==> config.mk <==
export PLATFORM = sky130hd
export DESIGN_NAME = mem_wb_pipe
export DESIGN_NICKNAME = d
export VERILOG_FILES = /design/src/rtl/mips_pipe_pkg.sv /design/src/rtl/pipe_skid.sv /design/src/rtl/mem_wb_pipe.sv
export SDC_FILE = /design/constraint.sdc
export NUM_CORES = 1
export LEC_CHECK = 0
export CAP_MARGIN = 20
export CORE_UTILIZATION = 40
export DETAILED_ROUTE_END_ITERATION = 8
export GPL_ROUTABILITY_DRIVEN = 0
export GPL_TIMING_DRIVEN = 0
export PLACE_DENSITY_LB_ADDON = 0.25
export SKIP_CTS_REPAIR_TIMING = 1
export SLEW_MARGIN = 10
export SYNTH_ARGS = -nofsm -noshare
export SYNTH_HDL_FRONTEND = slang
export SYNTH_HIERARCHICAL = 1
export SYNTH_SLANG_ARGS = --single-unit
==> constraint.sdc <==
create_clock -name clk -period 2.7 [get_ports clk]
set_clock_uncertainty 0.05 [all_clocks]
set_input_delay 0.54 -clock clk [delete_from_list [all_inputs] [get_ports clk]]
set_output_delay 0.54 -clock clk [all_outputs]
set_load 0.1 [all_outputs]
==> src/rtl/mips_pipe_pkg.sv <==
// rtl/mips_pipe_pkg.sv - shared MEM/WB control bit indices, widths and skid FSM states
package mips_pipe_pkg;

  localparam int WB_REGWRITE = 0;
  localparam int WB_MEMTOREG = 1;
  localparam int WB_LINK     = 2;
  localparam int WB_CTRL_W   = 3;

  typedef enum logic [1:0] {
    EMPTY = 2'd0,
    ONE   = 2'd1,
    TWO   = 2'd2
  } skidState_e;

endpackage

==> src/rtl/pipe_skid.sv <==
// rtl/pipe_skid.sv - two-entry head/skid buffer with valid/ready handshake and flush
// The low CLR_W payload bits are control: zeroed whenever their entry goes invalid.
module pipe_skid
  import mips_pipe_pkg::*;
#(
  parameter int WIDTH = 8,
  parameter int CLR_W = 1
) (
  input  logic             clk,
  input  logic             rst,
  input  logic             flush,
  input  logic             in_valid,
  output logic             in_ready,
  input  logic [WIDTH-1:0] in_data,
  output logic             out_valid,
  input  logic             out_ready,
  output logic [WIDTH-1:0] out_data
);

  skidState_e       state, stateNext;
  logic [WIDTH-1:0] headQ, headNext;
  logic [WIDTH-1:0] skidQ, skidNext;
  logic             inReadyQ;
  logic             accept, consume;

  assign accept    = in_valid && inReadyQ;
  assign consume   = (state != EMPTY) && out_ready;
  assign in_ready  = inReadyQ;
  assign out_valid = (state != EMPTY);
  assign out_data  = headQ;

  always_comb begin
    stateNext = state;
    headNext  = headQ;
    skidNext  = skidQ;
    case (state)
      EMPTY: begin
        if (accept) begin
          stateNext = ONE;
          headNext  = in_data;
        end
      end
      ONE: begin
        if (accept && consume) begin
          headNext = in_data;
        end else if (accept) begin
          stateNext = TWO;
          skidNext  = in_data;
        end else if (consume) begin
          stateNext = EMPTY;
          headNext[CLR_W-1:0] = '0;
        end
      end
      TWO: begin
        if (consume) begin
          stateNext = ONE;
          headNext  = skidQ;
          skidNext[CLR_W-1:0] = '0;
        end
      end
      default: stateNext = EMPTY;
    endcase
    // Flush drops any accept/consume: data fields keep their old value, control clears.
    if (flush) begin
      stateNext = EMPTY;
      headNext  = {headQ[WIDTH-1:CLR_W], {CLR_W{1'b0}}};
      skidNext  = {skidQ[WIDTH-1:CLR_W], {CLR_W{1'b0}}};
    end
  end

  always_ff @(posedge clk) begin
    if (rst) begin
      state    <= EMPTY;
      headQ    <= '0;
      skidQ    <= '0;
      inReadyQ <= 1'b1;
    end else begin
      state    <= stateNext;
      headQ    <= headNext;
      skidQ    <= skidNext;
      inReadyQ <= (stateNext != TWO);
    end
  end

endmodule

==> src/rtl/mem_wb_pipe.sv <==
// rtl/mem_wb_pipe.sv - MEM/WB stage with skid buffer and write-back mux; MEM_WB_FWD_EN enables forwarding
module mem_wb_pipe
  import mips_pipe_pkg::*;
#(
  parameter int DATA_W = 32,
  parameter int REG_W  = 5,
  parameter int CTRL_W = WB_CTRL_W
) (
  input  logic              clk,
  input  logic              rst,
  input  logic              flush,
  input  logic              in_valid,
  output logic              in_ready,
  input  logic [CTRL_W-1:0] controlIn,
  input  logic [DATA_W-1:0] pcIn,
  input  logic [DATA_W-1:0] memDataIn,
  input  logic [DATA_W-1:0] aluResultIn,
  input  logic [REG_W-1:0]  destRegIn,
  output logic              out_valid,
  input  logic              out_ready,
  output logic [CTRL_W-1:0] controlOut,
  output logic [DATA_W-1:0] pcOut,
  output logic [DATA_W-1:0] memDataOut,
  output logic [DATA_W-1:0] aluResultOut,
  output logic [REG_W-1:0]  destRegOut,
  output logic [DATA_W-1:0] wb_data,
  output logic              reg_we,
  output logic              fwd_valid,
  output logic [REG_W-1:0]  fwd_reg,
  output logic [DATA_W-1:0] fwd_data
);

  localparam int PAY_W = REG_W + 3 * DATA_W + CTRL_W;

  logic [PAY_W-1:0] payIn, payOut;

  // Control sits in the low bits so pipe_skid can clear it on invalidation.
  assign payIn = {destRegIn, aluResultIn, memDataIn, pcIn, controlIn};
  assign {destRegOut, aluResultOut, memDataOut, pcOut, controlOut} = payOut;

  pipe_skid #(
    .WIDTH (PAY_W),
    .CLR_W (CTRL_W)
  ) u_skid (
    .clk       (clk),
    .rst       (rst),
    .flush     (flush),
    .in_valid  (in_valid),
    .in_ready  (in_ready),
    .in_data   (payIn),
    .out_valid (out_valid),
    .out_ready (out_ready),
    .out_data  (payOut)
  );

  always_comb begin
    wb_data = aluResultOut;
    if (controlOut[WB_LINK])
      wb_data = pcOut;
    else if (controlOut[WB_MEMTOREG])
      wb_data = memDataOut;
  end

  assign reg_we = out_valid && controlOut[WB_REGWRITE] && (destRegOut != '0);

`ifdef MEM_WB_FWD_EN
  assign fwd_valid = reg_we;
  assign fwd_reg   = destRegOut;
  assign fwd_data  = wb_data;
`else
  assign fwd_valid = 1'b0;
  assign fwd_reg   = '0;
  assign fwd_data  = '0;
`endif

endmodule

==> results of run 1 <==
[flip-flops by register name, summed over array words and instances, names as in the netlist]
register,flops
u_skid/out_data,104
u_skid/skidQ,104
u_skid/state,2
u_skid/in_ready,1
[final cells by class]
cell class	instances	area [sq um]	share of cell area (%)
clock buffers	32	649.4	4.824
well taps	313	391.6	2.909
diodes	2	5.005	0.03718
multi-input cells	798	4785	35.55
repair buffers	247	2435	18.09
flip-flops and latches	211	4227	31.40
clock inverters	7	65.06	0.4834
plain buffers	152	884.6	6.572
inverters	5	18.77	0.1394
[Yosys cell counts, types with 5 or more instances]
| cell | instances | share of area (%) |
|---|---|---|
| clkbuf_1 | 62 | 2.5 |
| o21ai_0 | 33 | 1.8 |
| buf_2 | 24 | 1.3 |
| ha_1 | 5 | 0.67 |
| mux2i_1 | 32 | 3.4 |
| nand2_1 | 237 | 9.5 |
| dfxtp_1 | 211 | 45 |
| a22oi_1 | 101 | 8.1 |
| a21oi_1 | 206 | 11 |
| buf_4 | 62 | 5.0 |
| nand3_1 | 7 | 0.37 |
| a211oi_1 | 102 | 8.1 |
| nor3_1 | 5 | 0.27 |
[how the worst min path moves through the flow]
stage,to,startpoint
5_1_grt,u_skid/skidQ[97],u_skid/skidQ[97]
2_1_floorplan,u_skid/skidQ[100],u_skid/skidQ[100]
4_1_cts,u_skid/skidQ[61],u_skid/skidQ[61]
3_3_place_gp,u_skid/skidQ[9],u_skid/skidQ[9]
6_report,u_skid/skidQ[72],u_skid/skidQ[72]
3_5_place_dp,u_skid/skidQ[27],u_skid/skidQ[27]
[layer usage]
metal	routed length [microns]	vias to the layer above
met5	0	-
met4	911	0
met3	2409	59
met2	15320	405
met1	14240	4457
li1	-	4595
[power groups by stage]
stage	clock network, mW	logic (mW)	registers [mW]
2_1_floorplan	0	1.36	4.38
3_3_place_gp	0	3.03	3.49
3_5_place_dp	0	3.05	3.49
4_1_cts	3.04	3.06	3.43
5_1_grt	3.19	3.14	3.45
6_report	3.01	3.04	3.43
[cells by family (layout without fill, tap and decap cells)]
group	count (synthesis)	after routing	synth area share [%]
AOI/OAI and AO/OA	457	457	30.29
and+or+nand+nor	265	265	11.11
DFF	211	211	44.93
buffers and inverters	157	443	9.462
muxes	32	32	3.407
adders and majority gates	5	5	0.6654
other	1	40	0.03989
xor gates and xnor gates	1	1	0.09318
[layout by cell type, fill, tap and decap left out, types with 31 or more instances in the layout]
cell	instances
a211oi_1	102
a21oi_1	206
a22oi_1	101
buf_2	31
buf_4	63
clkbuf_1	62
clkdlybuf4s50_1	185
conb_1	38
dfxtp_1	209
nand2_1	237
==> results.py, run 1 <==
metrics = {
    "pwr": {
        "totalPowerFinal_mw": 9.480,
        "power.switching_mw": 3.669,
        "p_comb_share_pct": 32.0,
        "ir_worst_vdd_uv": 329.2,
        "p_seq_share_pct": 36.2,
        "p_sw_share_pct": 38.70,
        "p_clk_share_pct": 31.8,
        "p_int_mw": 5.811,
        "power.leakage_nw": 5.151,
        "power_density_nw_per_um2": 704.3,
    },
    "cells_and_area": {
        "fin_area_sq_um": 13460,
        "final_cells": 1767,
        "post_route_cells_drive_above_1_share_pct": 14.19,
        "utilization_pct": 58.92,
        "area.growth.synth_to_final_pct": 43.17,
        "fillCellCount": 2054,
        "final_nets": 1552,
    },
    "critical_path": {
        "r2r-start": "u_skid/state[0]",
        "slowest_stage": "clkdlybuf4s50_1",
        "slowest_delay_ns": 1.18,
        "critPathLaunchType": "flip-flop",
        "critical_path.max_fanout": 3,
        "critical_path_depth": 1,
        "endpoint_kind": "primary output",
        "r2r-end": "u_skid/out_data[6]",
        "reg2reg_depth": 8,
        "critPathTopFamily": "buffers and inverters",
        "crit_path_end": "aluResultOut[31]",
        "reg2reg_slack_ns": 0.10,
        "path_buf_inv": 1,
        "cp_data_arrival_time_ns": 2.08,
        "crit_start": "u_skid/out_data[98]",
        "worstPathCellList": "clkdlybuf4s50_1",
        "cp_data_required_time_ns": 2.11,
        "critPathKind": "reg -> out",
    },
    "grt": {
        "grt_util_all_layers_pct": 26.29,
        "top_usage_layer": "met2",
        "grt_first_pass_wirelength_microns": 49500,
        "overflow": 0,
        "grt_use_met3_pct": 4.485,
        "grt_max_degree": 14,
        "grt_pass1_vias": 8685,
        "use_met2_pct": 42.75,
        "antenna_found_initial": 2,
        "use_met1_pct": 35.00,
    },
    "drt": {
        "wl_per_cell_microns": 18.61,
        "drt-initial-drc-count": 704,
        "wl_microns": 32880,
        "postRouteAntennaNets": 0,
        "vias_per_cell": 5.385,
        "drc": 0,
        "dr.pass1.iters": 5,
        "vias": 9516,
    },
    "status": {
        "status": "completed",
    },
    "timing": {
        "setup_slack_ns": 0.02567,
        "fin_crit_sh_pct": 99.05,
        "finalHoldViolCount": 0,
        "worst_pin_slew_ns": 1.034,
        "fmax_mhz": 373.9,
        "rsz0062_at_grt": "yes",
        "max-slew-margin-rel_pct": 30.96,
        "final.min_clock_period_ns": 2.674,
        "setup_viol": 0,
        "whs_ns": 0.4033,
        "slew_violations": 0,
        "finalSetupTns_ns": 0,
    },
    "clocking": {
        "clkLatencyLatePin_ns": 0.50,
        "clk_pin_slew_ns": 0.06,
        "cts_tree": "yes",
        "cts_root_buffer": "clkbuf_16",
        "clockBufferDepth": 3,
        "numCtsBuffers": 23,
        "cts_sinks": 211,
        "cts_max_level": 1,
    },
    "logic_synthesis": {
        "synth-main-ff-cell": "dfxtp_1",
        "synth-async-reset-ratio_pct": 0,
        "yosysUniqueCellTypes": 40,
        "syn_area_per_cell_sq_um": 8.327,
        "synth_cells": 1129,
        "ys.warnings.count": 6,
        "ys_seq_area_share_pct": 44.93,
        "postSynthRegisterBits": 211,
        "syn_area_sq_um": 9402,
        "synth_edf_count": 0,
    },
    "floorplan": {
        "die_x_microns": 155.3,
        "start_util_pct": 41.15,
        "die_h_microns": 155.3,
        "num_rows": 55,
        "ioPinCount": 286,
        "core_sq_um": 22850,
        "die-area_sq_um": 24120,
    },
    "placed_design": {
        "post-dp-hpwl_microns": 24590,
        "portBuffers": 246,
        "place_area_sq_um": 12760,
        "post-place-ws_ns": -0.4548,
        "dp_cells": 1726,
    },
    "job": {
        "maxCapViolations": 0,
    },
    "min_path": {
        "hold_class": "reg -> reg",
        "holdPathStages": 2,
    },
}
No activity file was read; power rests on OpenSTA's default activity.
==> inputs of run 2 (changes only) <==
--- a/config.mk
+++ b/config.mk
@@ -7,6 +7,7 @@
 export LEC_CHECK = 0
 export CAP_MARGIN = 20
 export CORE_UTILIZATION = 40
+export CTS_CLUSTER_DIAMETER = 120
 export DETAILED_ROUTE_END_ITERATION = 8
 export GPL_ROUTABILITY_DRIVEN = 0
 export GPL_TIMING_DRIVEN = 0
==> results of run 2 <==
The final DEF is identical to that of run 1; final timing and power are the same.
==> inputs of run 3 (changes only) <==
--- a/config.mk
+++ b/config.mk
@@ -6,7 +6,7 @@
 export NUM_CORES = 1
 export LEC_CHECK = 0
 export CAP_MARGIN = 20
-export CORE_UTILIZATION = 40
+export CORE_UTILIZATION = 47
 export CTS_CLUSTER_DIAMETER = 120
 export DETAILED_ROUTE_END_ITERATION = 8
 export GPL_ROUTABILITY_DRIVEN = 0
==> run 3 against run 2 <==
Effect of this change: cell count shrank 2.8%; sequential power barely moved; hold slack better by 0.0011 ns; register-to-register slack gained 0.07 ns; total power increased by 0.59%.
==> results.py, run 3 (synthesis gave the netlist of run 1 again) <==
metrics = {
    "pwr": {
        "ir_worst_vdd_uv": 531.8,
        "p_clk_share_pct": 32.1,
        "power_density_nw_per_um2": 710.1,
        "totalPowerFinal_mw": 9.536,
        "p_int_mw": 5.878,
        "power.leakage_nw": 5.079,
        "p_comb_share_pct": 31.9,
        "p_seq_share_pct": 36.0,
        "p_sw_share_pct": 38.36,
        "power.switching_mw": 3.658,
    },
    "clocking": {
        "cts_tree": "yes",
        "clkLatencyLatePin_ns": 0.51,
        "cts_sinks": 211,
        "cts_max_level": 1,
        "cts_root_buffer": "clkbuf_16",
        "clk_pin_slew_ns": 0.06,
        "clockBufferDepth": 3,
        "numCtsBuffers": 22,
    },
    "grt": {
        "antenna_found_initial": 1,
        "grt_first_pass_wirelength_microns": 48090,
        "grt_max_degree": 14,
        "grt_util_all_layers_pct": 30.26,
        "overflow": 0,
        "grt_pass1_vias": 8757,
    },
    "critical_path": {
        "critPathTopFamily": "buffers and inverters",
        "path_buf_inv": 1,
        "cp_data_required_time_ns": 2.11,
        "r2r-start": "u_skid/state[0]",
        "r2r-end": "u_skid/out_data[31]",
        "crit_path_end": "memDataOut[20]",
        "reg2reg_slack_ns": 0.17,
        "cp_data_arrival_time_ns": 2.11,
        "crit_start": "u_skid/out_data[55]",
        "slowest_delay_ns": 1.17,
        "critPathKind": "reg -> out",
        "endpoint_kind": "primary output",
        "critPathLaunchType": "flip-flop",
        "reg2reg_depth": 8,
        "slowest_stage": "clkdlybuf4s50_1",
        "worstPathCellList": "clkdlybuf4s50_1",
        "critical_path_depth": 1,
        "critical_path.max_fanout": 3,
    },
    "drt": {
        "vias": 9558,
        "wl_microns": 31880,
        "postRouteAntennaNets": 0,
        "wl_per_cell_microns": 18.57,
        "drc": 0,
        "drt-initial-drc-count": 770,
        "vias_per_cell": 5.567,
        "dr.pass1.iters": 5,
    },
    "timing": {
        "finalHoldViolCount": 0,
        "final.min_clock_period_ns": 2.699,
        "max-slew-margin-rel_pct": 31.36,
        "finalSetupTns_ns": 0,
        "setup_viol": 0,
        "worst_pin_slew_ns": 1.026,
        "slew_violations": 0,
        "setup_slack_ns": 0.001252,
        "fin_crit_sh_pct": 99.95,
        "rsz0062_at_grt": "yes",
        "fmax_mhz": 370.5,
    },
    "job": {
        "maxCapViolations": 0,
    },
    "cells_and_area": {
        "post_route_cells_drive_above_1_share_pct": 14.46,
        "utilization_pct": 68.77,
        "final_common_cell": "nand2_1",
        "diodes": 0,
        "final_nets": 1552,
        "area.growth.synth_to_final_pct": 42.84,
        "final_cells": 1717,
        "mostFrequentLayoutCells": "237 x nand2_1, 209 x dfxtp_1, 206 x a21oi_1, 191 x clkdlybuf4s50_1, 102 x a211oi_1",
    },
    "floorplan": {
        "die-area_sq_um": 20570,
        "die_x_microns": 143.4,
        "core_sq_um": 19530,
        "num_rows": 51,
        "start_util_pct": 48.15,
        "die_h_microns": 143.4,
        "ioPinCount": 286,
    },
    "status": {
        "status": "completed",
    },
    "min_path": {
        "holdPathStages": 2,
        "hold_class": "reg -> reg",
    },
    "placed_design": {
        "portBuffers": 246,
        "post-place-ws_ns": -0.4090,
        "post-dp-hpwl_microns": 23630,
        "dp_cells": 1679,
    },
}
==> run 3: cell count changes in the layout (fill, tap and decap cells not counted), moves of 6 or more <==
cell / delta
dlymetal6s2s_1: -6
buf_2: -8
clkdlybuf4s50_1: +6
clkbuf_4: +7
==> run 3: power groups by stage <==
stage                     logic, mW  registers [mW]  clock network (mW)
after global placement         3.01            3.49                   0
final                          3.04            3.43                3.06
after CTS                      3.05            3.43                3.09
after global routing           3.15            3.45                3.23
after detailed placement       3.04            3.49                   0
after floorplan                1.36            4.38                   0
==> run 3: final cells by class <==
cell class / instances / area (sq um)
inverter: 5 / 18.77
multi-input combinational: 798 / 4792
clock buffer: 30 / 631.9
timing repair buffer: 248 / 2454
sequential: 211 / 4227
buffer: 152 / 884.6
clock inverter: 8 / 90.09
fill: 1611 / 6097
tap: 265 / 331.6
==> run 3: layer usage <==
layer / global-route usage (%) / routed length, microns
met3: 7.031 / 2888
met2: 50.33 / 14930
met1: 37.95 / 13050
met5: 0 / 0
met4: 11.48 / 1009
==> run 3: through the flow <==
stage	cell area (sq um)	hold WS (ns)
floorplan	9889	0.3860
global placement	12680	0.3909
detailed placement	12710	0.3962
CTS	13430	0.4043
global route	13430	0.4171
finish	13430	0.4044
==> run 3: worst min path at each step <==
stage	startpoint	to	slack [ns]
5_1_grt	u_skid/skidQ[96]	u_skid/skidQ[96]	0.42
2_1_floorplan	u_skid/skidQ[100]	u_skid/skidQ[100]	0.39
6_report	u_skid/skidQ[96]	u_skid/skidQ[96]	0.40
3_5_place_dp	u_skid/skidQ[69]	u_skid/skidQ[69]	0.40
4_1_cts	u_skid/skidQ[69]	u_skid/skidQ[69]	0.40
3_3_place_gp	u_skid/skidQ[78]	u_skid/skidQ[78]	0.39
